### config.mk
export PLATFORM = sky130hd
export DESIGN_NAME = rtc_hms_counter_flat
export DESIGN_NICKNAME = d
export VERILOG_FILES = /design/src/rtl/rtc_pkg.sv /design/src/rtl/rtc_hms_counter_if.sv /design/src/rtl/rtc_tick_gen.sv /design/src/rtl/rtc_hms_counter.sv /design/src/flat_wrapper.sv
export SDC_FILE = /design/constraint.sdc
export NUM_CORES = 1
export LEC_CHECK = 0
export CORE_UTILIZATION = 30
export DETAILED_ROUTE_END_ITERATION = 10
export DONT_BUFFER_PORTS = 1
export GPL_TIMING_DRIVEN = 1
export PLACE_DENSITY = 0.48
export SYNTH_ARGS = -nofsm -noshare
export SYNTH_HDL_FRONTEND = slang
export SYNTH_SLANG_ARGS = --single-unit
### constraint.sdc
create_clock -name clk -period 3.31 [get_ports clk]
set_input_delay 0.4965 -clock clk [delete_from_list [all_inputs] [get_ports clk]]
set_output_delay 0.4965 -clock clk [all_outputs]
set_load 0.05 [all_outputs]
### src/rtl/rtc_pkg.sv
// Purpose : shared widths, field limits, the time-of-day record and the
//           field range check used by the hh:mm:ss counter.
// Contents: HR_W/MS_W widths, SEC_MAX/MIN_MAX/HR_MAX/HR12_NOON limits,
//           time_t record, time_ok() range check.
package rtc_pkg;

   localparam int unsigned HR_W      = 5;
   localparam int unsigned MS_W      = 6;

   localparam int unsigned SEC_MAX   = 59;
   localparam int unsigned MIN_MAX   = 59;
   localparam int unsigned HR_MAX    = 23;
   localparam int unsigned HR12_NOON = 12;

   // Time of day, hour always held in 24h form.
   typedef struct packed {
      logic [HR_W-1:0] hr;
      logic [MS_W-1:0] min;
      logic [MS_W-1:0] sec;
   } time_t;

   // True when every field of a requested time lies in its legal range.
   function automatic logic time_ok(input time_t t);
      return (t.hr  <= HR_W'(HR_MAX))  &&
             (t.min <= MS_W'(MIN_MAX)) &&
             (t.sec <= MS_W'(SEC_MAX));
   endfunction

endpackage

### src/rtl/rtc_hms_counter_if.sv
// Purpose : control/status bundle between the time-of-day counter and
//           its user (display, alarm and configuration logic).
// Modports: master - drives run/format/load/alarm controls, reads status
//           slave  - the counter; reads controls, drives status
// Signals : run, mode_12h, set_valid/set_hr/set_min/set_sec,
//           alm_wr/alm_hr/alm_min, alm_en, alm_ack  (controls)
//           sec_tick, hr, min, sec, pm, alarm, cfg_err  (status)
interface rtc_hms_counter_if;
   import rtc_pkg::*;

   logic            run;
   logic            mode_12h;
   logic            set_valid;
   logic [HR_W-1:0] set_hr;
   logic [MS_W-1:0] set_min;
   logic [MS_W-1:0] set_sec;
   logic            alm_wr;
   logic [HR_W-1:0] alm_hr;
   logic [MS_W-1:0] alm_min;
   logic            alm_en;
   logic            alm_ack;

   logic            sec_tick;
   logic [HR_W-1:0] hr;
   logic [MS_W-1:0] min;
   logic [MS_W-1:0] sec;
   logic            pm;
   logic            alarm;
   logic            cfg_err;

   modport master (
      output run, mode_12h, set_valid, set_hr, set_min, set_sec,
             alm_wr, alm_hr, alm_min, alm_en, alm_ack,
      input  sec_tick, hr, min, sec, pm, alarm, cfg_err
   );

   modport slave (
      input  run, mode_12h, set_valid, set_hr, set_min, set_sec,
             alm_wr, alm_hr, alm_min, alm_en, alm_ack,
      output sec_tick, hr, min, sec, pm, alarm, cfg_err
   );

endinterface

### src/rtl/rtc_tick_gen.sv
// Purpose : one-second clock-enable generator. Counts system clocks while
//           run=1 and emits a registered one-cycle tick on each wrap.
// Ports   : clk  - system clock
//           rst  - synchronous reset, active low
//           run  - 1 = count, 0 = hold the prescaler
//           clr  - restart the second (time load); suppresses a pending tick
//           tick - one-cycle pulse every CLK_FREQ_HZ counted cycles
module rtc_tick_gen #(
   parameter int unsigned CLK_FREQ_HZ = 50_000_000
) (
   input  logic clk,
   input  logic rst,
   input  logic run,
   input  logic clr,
   output logic tick
);

   localparam int unsigned PRESC_W = $clog2(CLK_FREQ_HZ);
   localparam logic [PRESC_W-1:0] TERM = PRESC_W'(CLK_FREQ_HZ - 1);

   logic [PRESC_W-1:0] cnt_q, cnt_d;
   logic               tick_d;

   // Next prescaler value and wrap detection.
   always_comb begin
      cnt_d  = cnt_q;
      tick_d = 1'b0;
      if (clr) begin
         cnt_d = '0;
      end else if (run) begin
         if (cnt_q == TERM) begin
            cnt_d  = '0;
            tick_d = 1'b1;
         end else begin
            cnt_d = cnt_q + PRESC_W'(1);
         end
      end
   end

   // Prescaler and tick registers.
   always_ff @(posedge clk) begin
      if (!rst) begin
         cnt_q <= '0;
         tick  <= 1'b0;
      end else begin
         cnt_q <= cnt_d;
         tick  <= tick_d;
      end
   end

endmodule

### src/rtl/rtc_hms_counter.sv
// Purpose : time-of-day counter in the system clock domain. Advances on a
//           one-second enable, supports range-checked time load, 12/24h
//           display, and an hh:mm alarm with a latched flag and ack.
// Ports   : clk - system clock
//           rst - synchronous reset, active low
//           bus - control/status bundle (slave side):
//                 run, mode_12h, set_*, alm_*  in
//                 sec_tick, hr, min, sec, pm, alarm, cfg_err  out
//           hr/min/sec/pm are decoded combinationally from the time
//           registers so a format change shows up without delay.
module rtc_hms_counter
   import rtc_pkg::*;
#(
   parameter int unsigned CLK_FREQ_HZ = 50_000_000
) (
   input  logic                clk,
   input  logic                rst,
   rtc_hms_counter_if.slave    bus
);

   time_t           cur_q, cur_d;
   time_t           adv;
   time_t           set_t;
   time_t           alm_t;
   logic [HR_W-1:0] alm_hr_q, alm_hr_d;
   logic [MS_W-1:0] alm_min_q, alm_min_d;
   logic            alarm_q, alarm_d;
   logic            err_q, err_d;
   logic            set_ok, alm_ok;
   logic            load, fire;
   logic            tick;
   logic [HR_W-1:0] hr_disp;

   rtc_tick_gen #(
      .CLK_FREQ_HZ (CLK_FREQ_HZ)
   ) u_tick (
      .clk  (clk),
      .rst  (rst),
      .run  (bus.run),
      .clr  (load),
      .tick (tick)
   );

   // Request decode and range checks.
   always_comb begin
      set_t     = '{hr: bus.set_hr, min: bus.set_min, sec: bus.set_sec};
      alm_t     = '{hr: bus.alm_hr, min: bus.alm_min, sec: '0};
      set_ok    = time_ok(set_t);
      alm_ok    = time_ok(alm_t);
      load      = bus.set_valid & set_ok;
   end

   // Time one second ahead of the current registers, with carries.
   always_comb begin
      adv = cur_q;
      if (cur_q.sec == MS_W'(SEC_MAX)) begin
         adv.sec = '0;
         if (cur_q.min == MS_W'(MIN_MAX)) begin
            adv.min = '0;
            adv.hr  = (cur_q.hr == HR_W'(HR_MAX)) ? '0 : cur_q.hr + HR_W'(1);
         end else begin
            adv.min = cur_q.min + MS_W'(1);
         end
      end else begin
         adv.sec = cur_q.sec + MS_W'(1);
      end
   end

   // Next-state for time, alarm registers, alarm flag and error pulse.
   always_comb begin
      cur_d     = cur_q;
      alm_hr_d  = alm_hr_q;
      alm_min_d = alm_min_q;
      fire      = 1'b0;

      // A valid load takes priority over the tick advance.
      if (load) begin
         cur_d = set_t;
      end else if (tick) begin
         cur_d = adv;
         fire  = bus.alm_en && (adv.hr == alm_hr_q) &&
                 (adv.min == alm_min_q) && (adv.sec == '0);
      end

      if (bus.alm_wr && alm_ok) begin
         alm_hr_d  = bus.alm_hr;
         alm_min_d = bus.alm_min;
      end

      // A new fire beats a coincident acknowledge.
      alarm_d = fire | (alarm_q & ~bus.alm_ack);
      err_d   = (bus.set_valid & ~set_ok) | (bus.alm_wr & ~alm_ok);
   end

   // State registers.
   always_ff @(posedge clk) begin
      if (!rst) begin
         cur_q     <= '0;
         alm_hr_q  <= '0;
         alm_min_q <= '0;
         alarm_q   <= 1'b0;
         err_q     <= 1'b0;
      end else begin
         cur_q     <= cur_d;
         alm_hr_q  <= alm_hr_d;
         alm_min_q <= alm_min_d;
         alarm_q   <= alarm_d;
         err_q     <= err_d;
      end
   end

   // Display hour: 0 shows as 12, afternoon hours fold down by 12.
   always_comb begin
      hr_disp = cur_q.hr;
      if (bus.mode_12h) begin
         if (cur_q.hr == '0) begin
            hr_disp = HR_W'(HR12_NOON);
         end else if (cur_q.hr > HR_W'(HR12_NOON)) begin
            hr_disp = cur_q.hr - HR_W'(HR12_NOON);
         end
      end
   end

   assign bus.sec_tick = tick;
   assign bus.hr       = hr_disp;
   assign bus.min      = cur_q.min;
   assign bus.sec      = cur_q.sec;
   assign bus.pm       = (cur_q.hr >= HR_W'(HR12_NOON));
   assign bus.alarm    = alarm_q;
   assign bus.cfg_err  = err_q;

endmodule

### src/flat_wrapper.sv
// flat-port wrapper written by rule: the top's interface ports become plain ports
module rtc_hms_counter_flat import rtc_pkg::*;
#(
   parameter int unsigned CLK_FREQ_HZ = 50_000_000
)
  (clk, rst, bus_run, bus_mode_12h, bus_set_valid, bus_set_hr, bus_set_min, bus_set_sec, bus_alm_wr, bus_alm_hr, bus_alm_min, bus_alm_en, bus_alm_ack, bus_sec_tick, bus_hr, bus_min, bus_sec, bus_pm, bus_alarm, bus_cfg_err);
  rtc_hms_counter_if bus_i ();
  input  logic clk;
  input  logic rst;
  input wire logic [$bits(bus_i.run)-1:0] bus_run;
  input wire logic [$bits(bus_i.mode_12h)-1:0] bus_mode_12h;
  input wire logic [$bits(bus_i.set_valid)-1:0] bus_set_valid;
  input wire logic [$bits(bus_i.set_hr)-1:0] bus_set_hr;
  input wire logic [$bits(bus_i.set_min)-1:0] bus_set_min;
  input wire logic [$bits(bus_i.set_sec)-1:0] bus_set_sec;
  input wire logic [$bits(bus_i.alm_wr)-1:0] bus_alm_wr;
  input wire logic [$bits(bus_i.alm_hr)-1:0] bus_alm_hr;
  input wire logic [$bits(bus_i.alm_min)-1:0] bus_alm_min;
  input wire logic [$bits(bus_i.alm_en)-1:0] bus_alm_en;
  input wire logic [$bits(bus_i.alm_ack)-1:0] bus_alm_ack;
  output wire logic [$bits(bus_i.sec_tick)-1:0] bus_sec_tick;
  output wire logic [$bits(bus_i.hr)-1:0] bus_hr;
  output wire logic [$bits(bus_i.min)-1:0] bus_min;
  output wire logic [$bits(bus_i.sec)-1:0] bus_sec;
  output wire logic [$bits(bus_i.pm)-1:0] bus_pm;
  output wire logic [$bits(bus_i.alarm)-1:0] bus_alarm;
  output wire logic [$bits(bus_i.cfg_err)-1:0] bus_cfg_err;
  assign bus_i.run = bus_run;
  assign bus_i.mode_12h = bus_mode_12h;
  assign bus_i.set_valid = bus_set_valid;
  assign bus_i.set_hr = bus_set_hr;
  assign bus_i.set_min = bus_set_min;
  assign bus_i.set_sec = bus_set_sec;
  assign bus_i.alm_wr = bus_alm_wr;
  assign bus_i.alm_hr = bus_alm_hr;
  assign bus_i.alm_min = bus_alm_min;
  assign bus_i.alm_en = bus_alm_en;
  assign bus_i.alm_ack = bus_alm_ack;
  assign bus_sec_tick = bus_i.sec_tick;
  assign bus_hr = bus_i.hr;
  assign bus_min = bus_i.min;
  assign bus_sec = bus_i.sec;
  assign bus_pm = bus_i.pm;
  assign bus_alarm = bus_i.alarm;
  assign bus_cfg_err = bus_i.cfg_err;
  rtc_hms_counter #(.CLK_FREQ_HZ(CLK_FREQ_HZ)) u_core (.clk(clk), .rst(rst), .bus(bus_i));
endmodule
==> tab_implementation.tex <==
\begin{tabular}{lr}
\hline
Metric & Value \\
\hline
\multicolumn{2}{l}{\textbf{Critical path}} \\
Worst setup EP type & flop \\
Critical path class & reg -> reg \\
Worst-path maximum fanout & 13 \\
Cell type of the slowest stage on the worst timing path & or4\_1 \\
Cells traversed along the worst timing path & ha\_1, nand3\_4, nor4\_4, buf\_4, a21oi\_2, a2111oi\_4, o211ai\_1, or4\_1, o22ai\_2 \\
CP startpoint kind & flop \\
Worst path bufs/invs & 1 \\
Longest individual stage delay on the worst path & 550 ps \\
Kind of cell adding the most delay to the critical path & simple AND/OR/NAND/NOR gates \\
Worst path arrival time & 2890 ps \\
Data required time at the worst endpoint & 3570 ps \\
\multicolumn{2}{l}{\textbf{Routing}} \\
DR vias/cell & 5.28 \\
Iter 0 DRT Violations & 190 \\
Total number of vias & 3197 \\
DR WL/cell & 16.1 µm \\
Number of search-and-repair iterations in the first detailed-routing pass & 8 \\
Total wire length & 9770 µm \\
Post-route DRC & 5 \\
Post-detailed-route count of antenna-violating nets & 0 \\
\multicolumn{2}{l}{\textbf{Die}} \\
Area of the die & 0.0124 mm² \\
Die Y-Extent & 111 µm \\
Core region area & 0.0116 mm² \\
Die Width & 111 µm \\
Rows & 39 \\
I/O pins & 57 \\
Initial Util & 31.1\% \\
\multicolumn{2}{l}{\textbf{Synthesis}} \\
Synth Area in Adders & 3.13\% \\
EDFF count, synth & 0 \\
Most frequently used flop master after synthesis & dfxtp\_1 \\
Area fraction in and, or, nand and nor cells after synthesis & 30.5\% \\
Post-Syn Area & 0.00359 mm² \\
Area share of xor/xnor cells in the synthesized design & 8.29\% \\
Number of cells produced by synthesis & 462 \\
Share of the yosys chip area belonging to registers & 31.8\% \\
Average cell area after synthesis & 7.78 µm² \\
Area fraction in compound gates after synthesis & 15.1\% \\
Post-synthesis net count & 507 \\
Main combinational cell family by area after synthesis & simple AND/OR/NAND/NOR gates \\
Portion of netlist area occupied by mux cells & 3.90\% \\
Ys async rst share & 0\% \\
Synthesis Warnings & 0 \\
Library cells used by synthesis & 60 \\
Total of flip-flops plus latches after synthesis & 57 \\
\multicolumn{2}{l}{\textbf{Power}} \\
Peak supply drop & 0.000242 V \\
Leak pwr & 0.00145 µW \\
Ratio of total power to cell area & 510 mW/mm² \\
\multicolumn{2}{l}{\textbf{STA}} \\
Worst relative slew slack & 55.3\% \\
Total negative slack & 0 ps \\
Setup Viol. Count Final & 0 \\
RSZ-0062 raised after global routing & no \\
Least-Margin Pin Slew & 668 ps \\
Share of the cycle needed by the critical path after routing & 79.6\% \\
Minimum clock period after layout & 2640 ps \\
Clock skew & 5.38 ps \\
Slew Limit Fails & 0 \\
Worst setup slack after layout & 674 ps \\
Number of endpoints with negative hold slack in the final report & 0 \\
Fmax & 0.379 GHz \\
\multicolumn{2}{l}{\textbf{Clock network}} \\
Clk Latency, worst-skew pair & 330 ps \\
Gates resized, CTS repair & 0 \\
Number of H-tree levels & 3 \\
Clk sinks & 57 \\
Number of hold-repair buffers added at the cts stage & 0 \\
Library cell used as clock root buffer & clkbuf\_16 \\
Post-CTS Setup Bufs & 0 \\
Clock Pin Slew Worst Setup and Hold Paths & 50 ps \\
CTS tree & built \\
Clock Path Buffers & 2 \\
Clock buffers created by TritonCTS & 9 \\
\multicolumn{2}{l}{\textbf{Placement}} \\
Number of placed instances with taps included & 589 \\
Total half-perimeter wirelength after legalization and detailed placement & 7270 µm \\
Placement Cell Area & 0.00371 mm² \\
Count of buffers from port buffering & 0 \\
Weighted congestion reported at the end of routability-driven placement & 0.861 \\
Worst setup slack after placement & 709 ps \\
\multicolumn{2}{l}{\textbf{Global routing}} \\
Wire length of the first global-routing pass & 16500 µm \\
Vias in the first global route & 3202 \\
Total overflow reported by the global router & 0 \\
Pin count of the biggest net entering global routing & 36 \\
Antenna violations before repair & 1 \\
Gr usage total & 17.0\% \\
\multicolumn{2}{l}{\textbf{Finish}} \\
Final-layout fill cell count & 1183 \\
Share of layout cells above drive strength 1 & 10.2\% \\
Area of all placed cells without fillers & 0.00404 mm² \\
Non-filler cells, final & 605 \\
Number of nets at the end of the flow & 502 \\
End-of-flow core utilization & 34.9\% \\
Layout Area Growth over Synthesis & 12.3\% \\
\multicolumn{2}{l}{\textbf{Run}} \\
Max-Cap Viols & 0 \\
\multicolumn{2}{l}{\textbf{Outcome}} \\
Failing checks & DRC \\
Run status & finished, violations left \\
\multicolumn{2}{l}{\textbf{Min path}} \\
Type of the most critical hold path & in -> reg \\
\hline
\end{tabular}
==> cell usage after synthesis, drive strengths merged, types with 3 or more instances <==
| library cell | instances | share of area, % |
|---|---|---|
| xnor2 | 19 | 4.6 |
| ha | 9 | 3.1 |
| nor2 | 77 | 8.0 |
| nand2b | 7 | 1.2 |
| nor2b | 3 | 0.52 |
| dfxtp | 57 | 32 |
| o211ai | 3 | 0.63 |
| nor3b | 3 | 0.63 |
| mux2i | 14 | 3.9 |
| nand2 | 38 | 4.0 |
| nor3 | 12 | 1.7 |
| or4 | 6 | 1.3 |
| clkbuf | 13 | 1.4 |
| o21ai | 19 | 2.6 |
| nand3b | 3 | 0.63 |
| and3 | 9 | 1.6 |
| inv | 15 | 1.6 |
| a31oi | 3 | 0.52 |
| buf | 23 | 4.4 |
| a22oi | 4 | 0.84 |
| nor4 | 6 | 1.5 |
| a21oi | 18 | 2.6 |
| xor2 | 15 | 3.7 |
| nand3 | 28 | 4.4 |
| nand4 | 15 | 2.6 |
| a211oi | 9 | 1.9 |
==> report_power, final <==
group | switching (µW) | internal, µW | leakage (µW) | total, µW
combinational | 199 | 98.4 | 0.000824 | 297
sequential | 42.9 | 715 | 0.000465 | 758
clock | 329 | 674 | 0.000159 | 1000
==> cells by family (layout without fill, tap and decap cells) <==
logic type,Yosys count,count (layout)
other,0,1
and+or+nand+nor,219,219
buffers and inverters,51,50
muxes,14,14
adders and majority gates,9,9
xor gates and xnor gates,34,34
AOI/OAI and AO/OA,78,78
DFF,57,57
==> flip-flops by register name (all words and copies together) (netlist names) <==
signal               cells
u_core.alm_hr_q          5
u_core.alm_min_q         6
u_core.bus.alarm         1
u_core.bus.cfg_err       1
u_core.bus.min           6
u_core.bus.sec           6
u_core.cur_q             5
u_core.u_tick.cnt_q     26
u_core.u_tick.tick       1
==> placed cells by master, fill, tap and decap left out, drive strengths merged, types with 3 or more instances in the layout <==
cell and count:
nor3 12, a22oi 4, nand3 28, a21oi 18, xor2 15, clkbuf 10
o21ai 19, o211ai 3, dfxtp 57, buf 20, ha 9, nor3b 3
nand3b 3, nand2b 7, and3 9, nor2 77, xnor2 19, nor2b 3
nand2 38, nor4 6, nand4 15, a211oi 9, or4 6, mux2i 14
a31oi 3, inv 16
==> routing by layer <==
metal / share of wire [%] / global-route usage (%) / vias to the layer above
li1: - / - / 1625
met1: 44 / 20.6 / 1489
met2: 47 / 28.2 / 69
met3: 6.6 / 4.41 / 14
met4: 2.0 / 7.66 / 0
met5: 0 / 0 / -
==> metrics by stage <==
step                      hold slack, ps  power, µW
final                                275       2060
after global routing                 258       2160
after CTS                            261       2090
after detailed placement             497       1070
after global placement               473       1070
after floorplan                      459       1020
==> final timing paths <==
check,from,endpoint,slack (ps),depth (start not counted)
setup / recovery,u_core.bus.sec[0],u_core.bus.alarm,670,9
setup reg to reg,u_core.bus.sec[0],u_core.bus.alarm,670,9
hold / removal,bus_alm_ack,u_core.bus.alarm,270,1
hold reg to reg,u_core.u_tick.cnt_q[1],u_core.u_tick.cnt_q[1],500,2
==> final cells by class <==
type / instances / area, µm² / share of cell area (%)
antenna: 1 / 2.50 / 0.0620
clock inverter: 5 / 78.8 / 1.95
clock buffer: 10 / 239 / 5.92
multi-input combinational: 354 / 2190 / 54.2
sequential: 57 / 1140 / 28.3
timing repair buffer: 20 / 150 / 3.72
tap: 143 / 179 / 4.43
inverter: 15 / 56.3 / 1.40
Note: power is estimated with default switching activity, not from simulation.
